==> src/rtl/demux_router.sv <==
// One-entry-per-channel 1:4 demultiplexer with valid/ready handshakes on every side.
// Optional per-channel input-transfer counters are enabled by defining DEMUX_ROUTER_CNT_EN.
module demux_router #(
  parameter int DATA_W = 2
) (
  input  logic              clk_i,
  input  logic              rstn_i,
  input  logic [DATA_W-1:0] data_i,
  input  logic [1:0]        direction_i,
  input  logic              valid_i,
  output logic              ready_o,
  output logic [DATA_W-1:0] data0_o,
  output logic [DATA_W-1:0] data1_o,
  output logic [DATA_W-1:0] data2_o,
  output logic [DATA_W-1:0] data3_o,
  output logic              valid0_o,
  output logic              valid1_o,
  output logic              valid2_o,
  output logic              valid3_o,
  input  logic              ready0_i,
  input  logic              ready1_i,
  input  logic              ready2_i,
  input  logic              ready3_i
`ifdef DEMUX_ROUTER_CNT_EN
  ,
  output logic [7:0]        cnt0_o,
  output logic [7:0]        cnt1_o,
  output logic [7:0]        cnt2_o,
  output logic [7:0]        cnt3_o
`endif
);

  logic [3:0]        valid_q, valid_d;
  logic [DATA_W-1:0] data_q [4];
  logic [DATA_W-1:0] data_d [4];
  logic [3:0]        rdy;
  logic              in_xfer;

  assign rdy     = {ready3_i, ready2_i, ready1_i, ready0_i};
  // A full channel still accepts when its sink drains it in the same cycle.
  assign ready_o = !valid_q[direction_i] || rdy[direction_i];
  assign in_xfer = valid_i && ready_o;

  always_comb begin
    valid_d = valid_q;
    data_d  = data_q;
    for (int k = 0; k < 4; k++) begin
      if (valid_q[k] && rdy[k]) valid_d[k] = 1'b0;
      if (in_xfer && (direction_i == k[1:0])) begin
        valid_d[k] = 1'b1;
        data_d[k]  = data_i;
      end
    end
  end

  always_ff @(posedge clk_i or negedge rstn_i) begin
    if (!rstn_i) begin
      valid_q <= '0;
      for (int k = 0; k < 4; k++) data_q[k] <= '0;
    end else begin
      valid_q <= valid_d;
      for (int k = 0; k < 4; k++) data_q[k] <= data_d[k];
    end
  end

  assign data0_o  = data_q[0];
  assign data1_o  = data_q[1];
  assign data2_o  = data_q[2];
  assign data3_o  = data_q[3];
  assign valid0_o = valid_q[0];
  assign valid1_o = valid_q[1];
  assign valid2_o = valid_q[2];
  assign valid3_o = valid_q[3];

`ifdef DEMUX_ROUTER_CNT_EN
  logic [7:0] cnt_q [4];

  // Counters wrap naturally at 8 bits.
  always_ff @(posedge clk_i or negedge rstn_i) begin
    if (!rstn_i) begin
      for (int k = 0; k < 4; k++) cnt_q[k] <= '0;
    end else if (in_xfer) begin
      cnt_q[direction_i] <= cnt_q[direction_i] + 8'd1;
    end
  end

  assign cnt0_o = cnt_q[0];
  assign cnt1_o = cnt_q[1];
  assign cnt2_o = cnt_q[2];
  assign cnt3_o = cnt_q[3];
`endif

endmodule

==> config.mk <==
export PLATFORM = sky130hd
export DESIGN_NAME = demux_router
export DESIGN_NICKNAME = d
export VERILOG_FILES = /design/src/rtl/demux_router.sv
export SDC_FILE = /design/constraint.sdc
export NUM_CORES = 1
export LEC_CHECK = 0
export BUFFER_PORTS_ARGS = -buffer_cell sky130_fd_sc_hd__buf_4
export CELL_PAD_IN_SITES_DETAIL_PLACEMENT = 1
export CELL_PAD_IN_SITES_GLOBAL_PLACEMENT = 2
export CORE_MARGIN = 5
export CORE_UTILIZATION = 24
export CTS_CLUSTER_SIZE = 25
export DETAILED_ROUTE_END_ITERATION = 6
export HOLD_SLACK_MARGIN = 0.08
export PLACE_DENSITY = 0.74
export SLEW_MARGIN = 30
export SYNTH_ARGS = -nofsm -noshare
export SYNTH_HDL_FRONTEND = slang
export SYNTH_SLANG_ARGS = --single-unit
export TNS_END_PERCENT = 1
==> constraint.sdc <==
create_clock -name clk_i -period 1.13 [get_ports clk_i]
set_input_delay 0.113 -clock clk_i [delete_from_list [all_inputs] [get_ports clk_i]]
set_output_delay 0.113 -clock clk_i [all_outputs]
set_load 0.01 [all_outputs]
After elaboration in Yosys (flattened, before gate mapping). Index checks and enable logic that the tools add are counted.

Input bits: 11. Logic and storage cells: 40. Bits in latches: 0. RAM bits: 0. Output and inout bits: 13. ROM bits: 0. Bits in registers: 12. Memories: 0.

Reductions and logical operators: 16. Muxes and demuxes: 12. Multipliers: 0. $lt $le $gt $ge: 1. Shift operators: 0. Eq/ne operators: 3. Div/mod/pow operators: 0. Bitwise logic cells: 0. Add/subtract/negate cells: 0.

Operator list (count): two-way mux 1 bit (10); logical AND 1 bit (9); nonzero test 2 bit (4); binary-select mux 1 bit (select 2 bit) (2); equality test 2 bit, second input constant (2); < comparator 2 x 3 -> 1 bit, second input constant (1); equality test 2 x 1 -> 1 bit, second input constant (1); zero test 2 bit (1); zero test 1 bit (1); logical OR 1 bit (1).

Longest topological paths before layout. Gate-level depths: netlist of the first run.

Depth after elaboration: 7. Gate-level depth with buffers: 3. Depth with buffers taken out: 3.

Worst setup path after synthesis of the first run. Ideal clock, no wire load.

Path kind: reg2reg. From: register valid_q[1]. To: register data_q (netlist bit data1_o[0]). Setup time: 0.125 ns. Setup slack: -0.015 ns. Arrival time: 1.020 ns. Cell stages (with the launch flop): 4. Period minus slack after synthesis: 1.145 ns. Required time: 1.005 ns. Cell sequence: dfrtp_1 nand2b_1 nor3b_2 mux2_2.

Longest elaborated chain between the ends: 6.

Ends and longest elaborated chain: start: declaration (RTL line 33) `logic [3:0] valid_q, valid_d;`; start signal: assignment (RTL line 61) `valid_q <= valid_d;`; binary-select mux 1 bit (select 2 bit) (RTL line 41) `assign ready_o = !valid_q[direction_i] || rdy[direction_i];`; two-way mux 1 bit (implied by the code) (RTL line 41); zero test 1 bit (RTL line 41); logical OR 1 bit (RTL line 41); logical AND 1 bit (RTL line 42) `assign in_xfer = valid_i && ready_o;`; logical AND 1 bit (RTL line 49) `if (in_xfer && (direction_i == k[1:0])) begin`; end: declaration (RTL line 34) `logic [DATA_W-1:0] data_q [4];`.

No other way between the ends. The select of a mux whose other input is x is not followed. A chain may end at the register's enable or synchronous reset.

Worst setup path after layout of the first run.
From: register valid_q[1]. To: output ready_o.

Longest elaborated chain between the ends: 4.

Ends and longest elaborated chain: binary-select mux 1 bit (select 2 bit) (RTL line 41); two-way mux 1 bit (implied by the code) (RTL line 41); zero test 1 bit (RTL line 41); logical OR 1 bit (RTL line 41); end: declaration (RTL line 11) `output logic ready_o,`.

No other way between the ends. The select of a mux whose other input is x is not followed.

==> results of run 1 <==
[synthesized netlist by cell type, drive strengths merged]
master   n
and3     1
dfrtp   12
mux2     8
mux4     1
nand2    5
nand2b   4
nand3b   1
nand4    1
nor2b    1
nor3b    1
o21ai    1
[layout by cell type (no fill, tap or decap)]
cell type | synthesis | routed
mux2_2 | 8 | 4
clkbuf_4 | 0 | 3
nand2b_1 | 4 | 4
nor3b_4 | 0 | 1
nand2_1 | 5 | 5
o21ai_0 | 1 | 1
clkbuf_8 | 0 | 1
dfrtp_1 | 12 | 12
nand4_1 | 1 | 1
buf_4 | 0 | 26
mux2_4 | 0 | 4
and3_4 | 1 | 1
mux4_2 | 1 | 1
dlygate4sd3_1 | 0 | 1
buf_6 | 0 | 5
nand3b_1 | 1 | 1
nor2b_2 | 1 | 1
[kinds of logic after synthesis]
logic type and share of synthesized area, %:
flip-flops 59.11, AND/OR/NAND/NOR 17.73, multiplexers 22.17, AO/OA/AOI/OAI 0.9843
[area by class of cell]
cell class / count / area [µm²] / area share, %
tap: 27 / 33.78 / 3.924
sequential: 12 / 300.3 / 34.88
multi-input combinational: 24 / 229.0 / 26.60
timing repair buffer: 32 / 261.5 / 30.38
clock buffer: 4 / 36.28 / 4.215
[repair_timing]
action                                 4_1_cts  5_1_grt
endpoints found under the hold margin       12        0
buffers inserted                             4        1
gates resized for setup                      7        3
pin swaps                                    2        0
gates cloned                                 0        0
hold buffers                                 1        0
setup endpoints to repair                    7       11
[per-layer routing]
metal  vias up  GRT usage [%]  routed length, µm
met3         4          4.872                105
met4         0          5.085                 21
met1       204          10.17                581
li1        198              -                  -
met2        19          13.36                623
met5         -              0                  0
[state kept, by name (all words and copies together), names as in the netlist]
| register | flops |
|---|---|
| valid_q | 4 |
| data3_o | 2 |
| data0_o | 2 |
| data1_o | 2 |
| data2_o | 2 |
[per-stage QoR]
step / util [%] / TNS (ps) / instances
after floorplan: - / -29.06 / 36
after global placement: 37.18 / -38.84 / 89
after detailed placement: 37.18 / -120.5 / 89
after CTS: 42.36 / -619.6 / 98
after global routing: 43.43 / -1367 / 99
final: 43.43 / -794.7 / 99
[worst min path at each step]
stage                         from          to  depth (start not counted)
floorplan                   rstn_i  data0_o[0]                          0
global placement            rstn_i  data3_o[0]                          1
detailed placement          rstn_i  data3_o[0]                          1
CTS                 direction_i[1]  valid_q[1]                          2
global route             data_i[1]  data3_o[1]                          2
finish                   data_i[0]  data1_o[0]                          2
[power by group through the flow]
stage / sequential [µW] / combinational, µW / clock (µW)
6_report: 540 / 357 / 341
5_1_grt: 550 / 386 / 391
4_1_cts: 540 / 350 / 361
3_5_place_dp: 546 / 313 / 0
3_3_place_gp: 545 / 306 / 0
2_1_floorplan: 578 / 86.1 / 0
==> flow_metrics.tcl, run 1 <==
set metrics [dict create \
    rr_startpoint "valid_q[3]" \
    drt_iter0_drc 0 \
    worst_setup_path_end_kind "output pin" \
    rsz0062_at_grt "yes" \
    reg2reg_setup_slack_ps -140 \
    viasPerCell 4.293 \
    cpLargestDelayFamily "multiplexers" \
    p_seq_share_pct 43.6 \
    boundaryPins 24 \
    maxSlewViolCount 0 \
    yosysSeqAreaShare_pct 59.11 \
    cts_sinks 12 \
    grt_usage_pct 9.000 \
    grt_overflow 0 \
    via_count 425 \
    cts_max_level 1 \
    cts_tree "done" \
    clkPwrFrac_pct 27.5 \
    path_cells "nand2b_1 > mux4_2 > buf_6" \
    ys_warn_count 0 \
    io_buffers 23 \
    hold_class "in2reg" \
    yosysTopAreaCellShare_pct 59.11 \
    hold_viol 0 \
    dpl.hpwl_um 990.6 \
    synthDistinctLibCells 11 \
    critPathLaunch "valid_q[1]" \
    layout.nets 84 \
    cp_slowest_stage_delay_ps 480 \
    synth_fp_nets 47 \
    post-route-period-util_pct 129.4 \
    fin_ws_ps -332.0 \
    row_count 16 \
    path_buf_inv 1 \
    total_power_uw 1238 \
    cts_made_buffers 3 \
    finClkSkew_ps 3.070 \
    r2r_end "data3_o[0]" \
    p_int_uw 922.9 \
    die_area_mm2 0.003137 \
    outcome "finished, violations left" \
    start_util_pct 25.63 \
    post_route_cells_drive_above_1_share_pct 65.28 \
    leakage_uw 0.0004231 \
    power_density_mw_per_mm2 1438 \
    tightest_slew_ps 204.2 \
    grt_pass1_wl_mm 2.090 \
    insertion_delay_ps 270 \
    routed_wl_mm 1.331 \
    switching_power_uw 314.8 \
    min_period_ps 1462 \
    coreArea_mm2 0.001982 \
    dr.pass1.iters 1 \
    cp_slowest_cell "mux4_2" \
    antenna_found_initial 0 \
    worstSetupStartpointType "register" \
    synthCells 36 \
    syn_to_final_growth_pct 69.46 \
    fin_worst_hold_slack_ps 105.4 \
    die_height_um 56.01 \
    dp_slack_ps -50.37 \
    slew_headroom_pct 86.37 \
    ir_worst_vdd_mv 0.6992 \
    crit_arrival_ps 1350 \
    netlist_area_um2 508.0 \
    gp_congestion 0.7457 \
    cp.required_ps 1020 \
    maxCapViolCount 0 \
    swShare_pct 25.44 \
    die_w_um 56.01 \
    grt_pass1_vias 446 \
    placed_area_um2 737.0 \
    synth_top_area_cell "dfrtp_1" \
    clockRootBuffer "clkbuf_4" \
    critPathKind "reg2out" \
    grt_start_max_net_pins 13 \
    ys_ff_latch 12 \
    fillers 220 \
    yosys-top-cells-area "dfrtp_1 (59%), mux2_2 (18%), nand2b_1 (4.9%)" \
    worstSetupEndpoint "ready_o" \
    max_freq_ghz 0.6840 \
    insertedDiodeCount 0 \
    cts_buffer_depth 2 \
    final_antenna_net_count 0 \
    avgSynthCellArea_um2 14.11 \
    drc 0 \
    reg2reg_depth 5 \
    p_comb_share_pct 28.9 \
    cp.depth 3 \
    fin_area_um2 860.8 \
    finalSetupViolCount 7 \
    wl_per_cell_um 13.44 \
    path_max_fanout 3 \
    clk_pin_slew_ps 80 \
    violations "setup timing" \
]
(Power assumes the default switching activity.)
==> inputs of run 2 (changes only) <==
--- a/config.mk
+++ b/config.mk
@@ -5,11 +5,12 @@
 export SDC_FILE = /design/constraint.sdc
 export NUM_CORES = 1
 export LEC_CHECK = 0
+export ABC_AREA = 1
 export BUFFER_PORTS_ARGS = -buffer_cell sky130_fd_sc_hd__buf_4
 export CELL_PAD_IN_SITES_DETAIL_PLACEMENT = 1
 export CELL_PAD_IN_SITES_GLOBAL_PLACEMENT = 2
 export CORE_MARGIN = 5
-export CORE_UTILIZATION = 24
+export CORE_UTILIZATION = 22
 export CTS_CLUSTER_SIZE = 25
 export DETAILED_ROUTE_END_ITERATION = 6
 export HOLD_SLACK_MARGIN = 0.08
==> run 2 against run 1 <==
  * Highest routed layer unchanged
  * Hold slack improved by 30 ps
  * Setup slack better by 210 ps
  * Utilization decreased by 6.9 points
  * Sequential power about the same
  * The run still ends with setup timing left
==> flow_metrics.tcl, run 2 <==
set metrics [dict create \
    rsz0062_at_grt "yes" \
    cp.required_ps 1020 \
    synthTopCellsByCount "nand2_1 (27), dfrtp_1 (12), nand4_1 (8), inv_1 (5), nand3_1 (5)" \
    yosys_most_used_dff "dfrtp_1" \
    yosys-top-cells-area "dfrtp_1 (49%), nand2_1 (16%), nand4_1 (8.1%)" \
    placed_area_um2 845.8 \
    dr.pass1.iters 2 \
    grt_usage_pct 10.05 \
    synth_top_area_cell "dfrtp_1" \
    insertion_delay_ps 270 \
    syn_to_final_growth_pct 60.45 \
    worst_setup_path_end_kind "output pin" \
    ys_ff_latch 12 \
    fin_ws_ps -121.2 \
    cts_max_level 1 \
    path_max_fanout 2 \
    dp_slack_ps -29.30 \
    worstSetupStartpointType "register" \
    hold_class "in2reg" \
    row_count 19 \
    grt_pass1_vias 707 \
    antenna_found_initial 0 \
    crit_arrival_ps 1140 \
    fin_area_um2 989.7 \
    hold_viol 0 \
    mostFrequentLayoutCell "buf_4" \
    async_reset_ff_share_pct 100.0 \
    post-route-period-util_pct 110.7 \
    final_antenna_net_count 0 \
    coreArea_mm2 0.002710 \
    cts_made_buffers 3 \
    maxCapViolCount 0 \
    layout.nets 127 \
    routed_wl_mm 1.823 \
    finalSetupViolCount 10 \
    die_w_um 62.95 \
    synth_fp_nets 86 \
    grt_start_max_net_pins 13 \
    slew_headroom_pct 76.90 \
    maxSlewViolCount 0 \
    cts_sinks 12 \
    wl_per_cell_um 12.57 \
    yosysMostFrequentCell "nand2_1" \
    via_count 639 \
    drc 0 \
    tightest_slew_ps 345.2 \
    layout_common_cells "buf_4 (29), nand2_1 (27), dfrtp_1 (12)" \
    yosysSeqAreaShare_pct 48.68 \
    clk_pin_slew_ps 70 \
    outcome "finished, violations left" \
    viasPerCell 4.407 \
    power_density_mw_per_mm2 1220 \
    violations "setup timing" \
    dpl.hpwl_mm 1.399 \
    final_util_pct 36.52 \
    total_power_uw 1208 \
    insertedDiodeCount 0 \
    clockRootBuffer "clkbuf_4" \
    leakage_uw 0.0005226 \
    die_height_um 62.95 \
    boundaryPins 24 \
    grt_overflow 0 \
    ir_worst_vdd_mv 0.6428 \
    min_period_ps 1251 \
    ys_warn_count 0 \
    cts_tree "done" \
    finClkSkew_ps 1.199 \
    yosysTopAreaCellShare_pct 48.68 \
    grt_pass1_wl_mm 3.208 \
    gp_congestion 0.7342 \
    post_route_cells_drive_above_1_share_pct 42.98 \
    largest_reg_flops 4 \
    cts_buffer_depth 2 \
    critPathKind "reg2out" \
    regMostFlops "valid_q" \
    drt_iter0_drc 6 \
    synthCells 75 \
    synth_edf_count 0 \
    netlist_area_um2 616.8 \
    max_freq_ghz 0.7992 \
    avgSynthCellArea_um2 8.225 \
    die_area_mm2 0.003963 \
    synthDistinctLibCells 15 \
    io_buffers 23 \
    start_util_pct 22.76 \
]
run 2: layout make-up:
| type | instances | area [µm²] |
|---|---|---|
| Multi-Input combinational cell | 53 | 277.8 |
| Sequential cell | 12 | 300.3 |
| Timing Repair Buffer | 39 | 324.1 |
| Fill cell | 340 | 1720 |
| Inverter | 7 | 26.28 |
| Tap cell | 31 | 38.79 |
| Clock buffer | 3 | 22.52 |
run 2: path summary, 6_finish.rpt:
kind	startpoint	end	slack (ps)	depth (start not counted)
hold reg to reg	data3_o[0]	data3_o[0]	480	2
max in group asynchronous	rstn_i	data3_o[1]	740	2
hold / removal	data_i[1]	data3_o[1]	140	3
setup reg to reg	valid_q[2]	data1_o[1]	-30	9
min in group asynchronous	rstn_i	valid_q[1]	240	2
setup / recovery	valid_q[2]	ready_o	-120	7
run 2: cells by family (layout without fill, tap and decap cells):
family          after synthesis  in the layout  synth area share [%]
simple gates                 49             49                 39.35
flops                        12             12                 48.68
buf+inv                      10             49                 8.722
compound gates                4              4                 3.244
run 2: power by group:
part	leakage, µW	internal (µW)	total, µW	switching, µW
clock network	0.0000138	123	257	134
registers	0.000152	499	537	37.2
logic	0.000356	218	414	196
run 2: timing repair:
action / 4_1_cts / 5_1_grt
gates cloned: 0 / 0
setup endpoints to repair: 9 / 14
resized for setup: 7 / 2
pin swaps: 4 / 3
hold buffers: 5 / 0
buffers inserted: 3 / 2
endpoints found under the hold margin: 16 / 0
run 2: per-stage QoR:
| stage | setup TNS (ps) | hold WS [ps] | instances |
|---|---|---|---|
| floorplan | 0 | -182.6 | 75 |
| global placement | -6.623 | -36.27 | 132 |
| detailed placement | -95.02 | -31.38 | 132 |
| CTS | -389.4 | 126.8 | 143 |
| global route | -1534 | 129.7 | 145 |
| finish | -360.1 | 135.5 | 145 |
run 2: metal layers:
| layer | vias to the layer above | wire length (µm) | global-route usage [%] |
|---|---|---|---|
| met2 | 15 | 895 | 16.92 |
| li1 | 322 | - | - |
| met4 | 0 | 20 | 4.775 |
| met5 | - | 0 | 0 |
| met1 | 298 | 829 | 11.64 |
| met3 | 4 | 77 | 2.698 |
run 2: worst max-delay path, stage by stage (launching register included):
cell and delay [ps]:
dfrtp_1 350, nand2_1 50, nand2_1 60, nand2_1 50, nand2_1 80, nand2_2 60, buf_6 120, buf_6 110
==> inputs of run 3 (changes only) <==
--- a/config.mk
+++ b/config.mk
@@ -15,6 +15,7 @@
 export DETAILED_ROUTE_END_ITERATION = 6
 export HOLD_SLACK_MARGIN = 0.08
 export PLACE_DENSITY = 0.74
+export SETUP_SLACK_MARGIN = 0.05
 export SLEW_MARGIN = 30
 export SYNTH_ARGS = -nofsm -noshare
 export SYNTH_HDL_FRONTEND = slang
==> run 3 against run 2 <==
  * The run still ends with setup timing left
  * Sequential power barely moved
  * Highest routed layer unchanged
  * Sequential share of layout area fell by 1.5 points
  * Routed wire length rose by 4.2%
  * Critical endpoint unchanged
==> flow_metrics.tcl, run 3 (same netlist as run 2, synthesis figures left out) <==
set metrics [dict create \
    outcome "finished, violations left" \
    violations "setup timing" \
    cpLargestDelayFamily "flip-flops" \
    max_freq_ghz 0.8394 \
    tns_ps -240.7 \
    cts_max_level 1 \
    grt_pass1_wl_mm 2.973 \
    regMostFlops "valid_q" \
    row_count 19 \
    fin_worst_hold_slack_ps 128.6 \
    min_path_cells 3 \
    coreArea_mm2 0.002710 \
    clk_pin_slew_ps 80 \
    grt_start_max_net_pins 13 \
    die_area_mm2 0.003963 \
    cts_tree "done" \
    path_cells "nand2_1 > nand2_1 > nand2_1 > nand2_2 > nand2_4 > buf_6" \
    worstSetupStartpointType "register" \
    cp_slowest_cell "dfrtp_1" \
    reg2reg_depth 9 \
    largest_reg_flops 4 \
    maxSlewViolCount 0 \
    cts_made_buffers 3 \
    post-route-period-util_pct 105.4 \
    gp_congestion 0.7181 \
    cts_buffer_depth 2 \
    hold_end "data0_o[1]" \
    crit_arrival_ps 1080 \
    clockRootBuffer "clkbuf_4" \
    slew_headroom_pct 77.53 \
    worst_setup_path_end_kind "output pin" \
    leakage_uw 0.0005412 \
    power_density_mw_per_mm2 1199 \
    cp_slowest_stage_delay_ps 390 \
    min_period_ps 1191 \
    io_buffers 23 \
    syn_to_final_growth_pct 68.56 \
    dpl.hpwl_mm 1.366 \
    grt_overflow 0 \
    grt_util_met1_pct 11.89 \
    post_route_cells_drive_above_1_share_pct 45.61 \
    wl_per_cell_um 13.10 \
    finClkSkew_ps 3.300 \
    ir_worst_vdd_mv 0.6342 \
    grt_pass1_vias 674 \
    via_count 655 \
    layout.nets 127 \
    met3_usage_pct 1.978 \
    cts_sinks 12 \
    path_buf_inv 1 \
    die_height_um 62.95 \
    reg2reg_setup_slack_ps -40 \
    boundaryPins 24 \
    tightest_slew_ps 335.9 \
    path_common_cell "nand2_1" \
    fin_area_mm2 0.001040 \
    placed_area_um2 860.8 \
    die_w_um 62.95 \
    routed_wl_mm 1.899 \
    insertedDiodeCount 0 \
    start_util_pct 22.76 \
    antenna_found_initial 0 \
    layout_common_cells "nand2_1 (26), buf_4 (26), dfrtp_1 (12)" \
    worstHoldStart "data_i[1]" \
    grt_usage_pct 9.358 \
    hold_class "in2reg" \
    viasPerCell 4.517 \
    cp.required_ps 1020 \
    dr.pass1.iters 4 \
    fin_ws_ps -61.33 \
    rr_startpoint "valid_q[3]" \
    maxCapViolCount 0 \
    path_max_fanout 2 \
    finalSetupViolCount 9 \
    drt_iter0_drc 13 \
    grt_use_met2_pct 15.13 \
    grt.busiest_layer "met2" \
    drc 0 \
    critPathKind "reg2out" \
    insertion_delay_ps 270 \
    r2r_end "data3_o[0]" \
    rsz0062_at_grt "yes" \
    final_antenna_net_count 0 \
    final_util_pct 38.37 \
    hold_viol 0 \
]
-- run 3: cell counts in the layout (fill, tap and decap cells not counted) --
No cell type changed its count.
-- run 3: power by group --
group / internal [µW] / total, µW / switching (µW)
clock network: 123 / 264 / 141
logic: 235 / 446 / 211
registers: 499 / 537 / 37.9
-- run 3: worst min-delay path: cells and delay by family --
kind	cells	cell delay, ps
buffers and inverters	1	100
AND/OR/NAND/NOR	2	140
-- run 3: what timing repair did --
action                                  in CTS  in global routing
resized for setup                            8                 11
buffers inserted                             1                  2
pin swaps                                    6                  2
hold endpoints to repair                    16                  0
hold buffers                                 5                  0
endpoints found under the setup margin      12                 13
-- run 3: how the worst max path moves through the flow --
| stage | end | slack (ps) | depth (start not counted) | from |
|---|---|---|---|---|
| 3_5_place_dp | data2_o[0] | -50 | 8 | valid_q[3] |
| 4_1_cts | ready_o | -80 | 6 | valid_q[3] |
| 2_1_floorplan | data1_o[0] | 20 | 9 | valid_q[3] |
| 3_3_place_gp | data2_o[0] | -40 | 8 | valid_q[3] |
| 5_1_grt | ready_o | -140 | 6 | valid_q[3] |
| 6_report | ready_o | -60 | 6 | valid_q[3] |
-- run 3: final cells by class --
cell class / instances / area [µm²]
inverters: 7 / 26.28
repair buffers: 39 / 344.1
multi-input cells: 53 / 307.8
fillers: 344 / 1670
flip-flops and latches: 12 / 300.3
well taps: 31 / 38.79
clock buffers: 3 / 22.52
-- run 3: layer usage --
metal,wire length (µm),vias up
met1,856,314
met5,0,-
met3,74,2
met2,954,11
met4,13,0
li1,-,328
-- run 3: through the flow --
stage / setup WS (ps) / instances / power (µW)
2_1_floorplan: 22.88 / 75 / 702.2
3_3_place_gp: -40.63 / 134 / 914.8
3_5_place_dp: -51.61 / 134 / 918.7
4_1_cts: -82.27 / 143 / 1241
5_1_grt: -135.1 / 145 / 1325
6_report: -61.33 / 145 / 1247
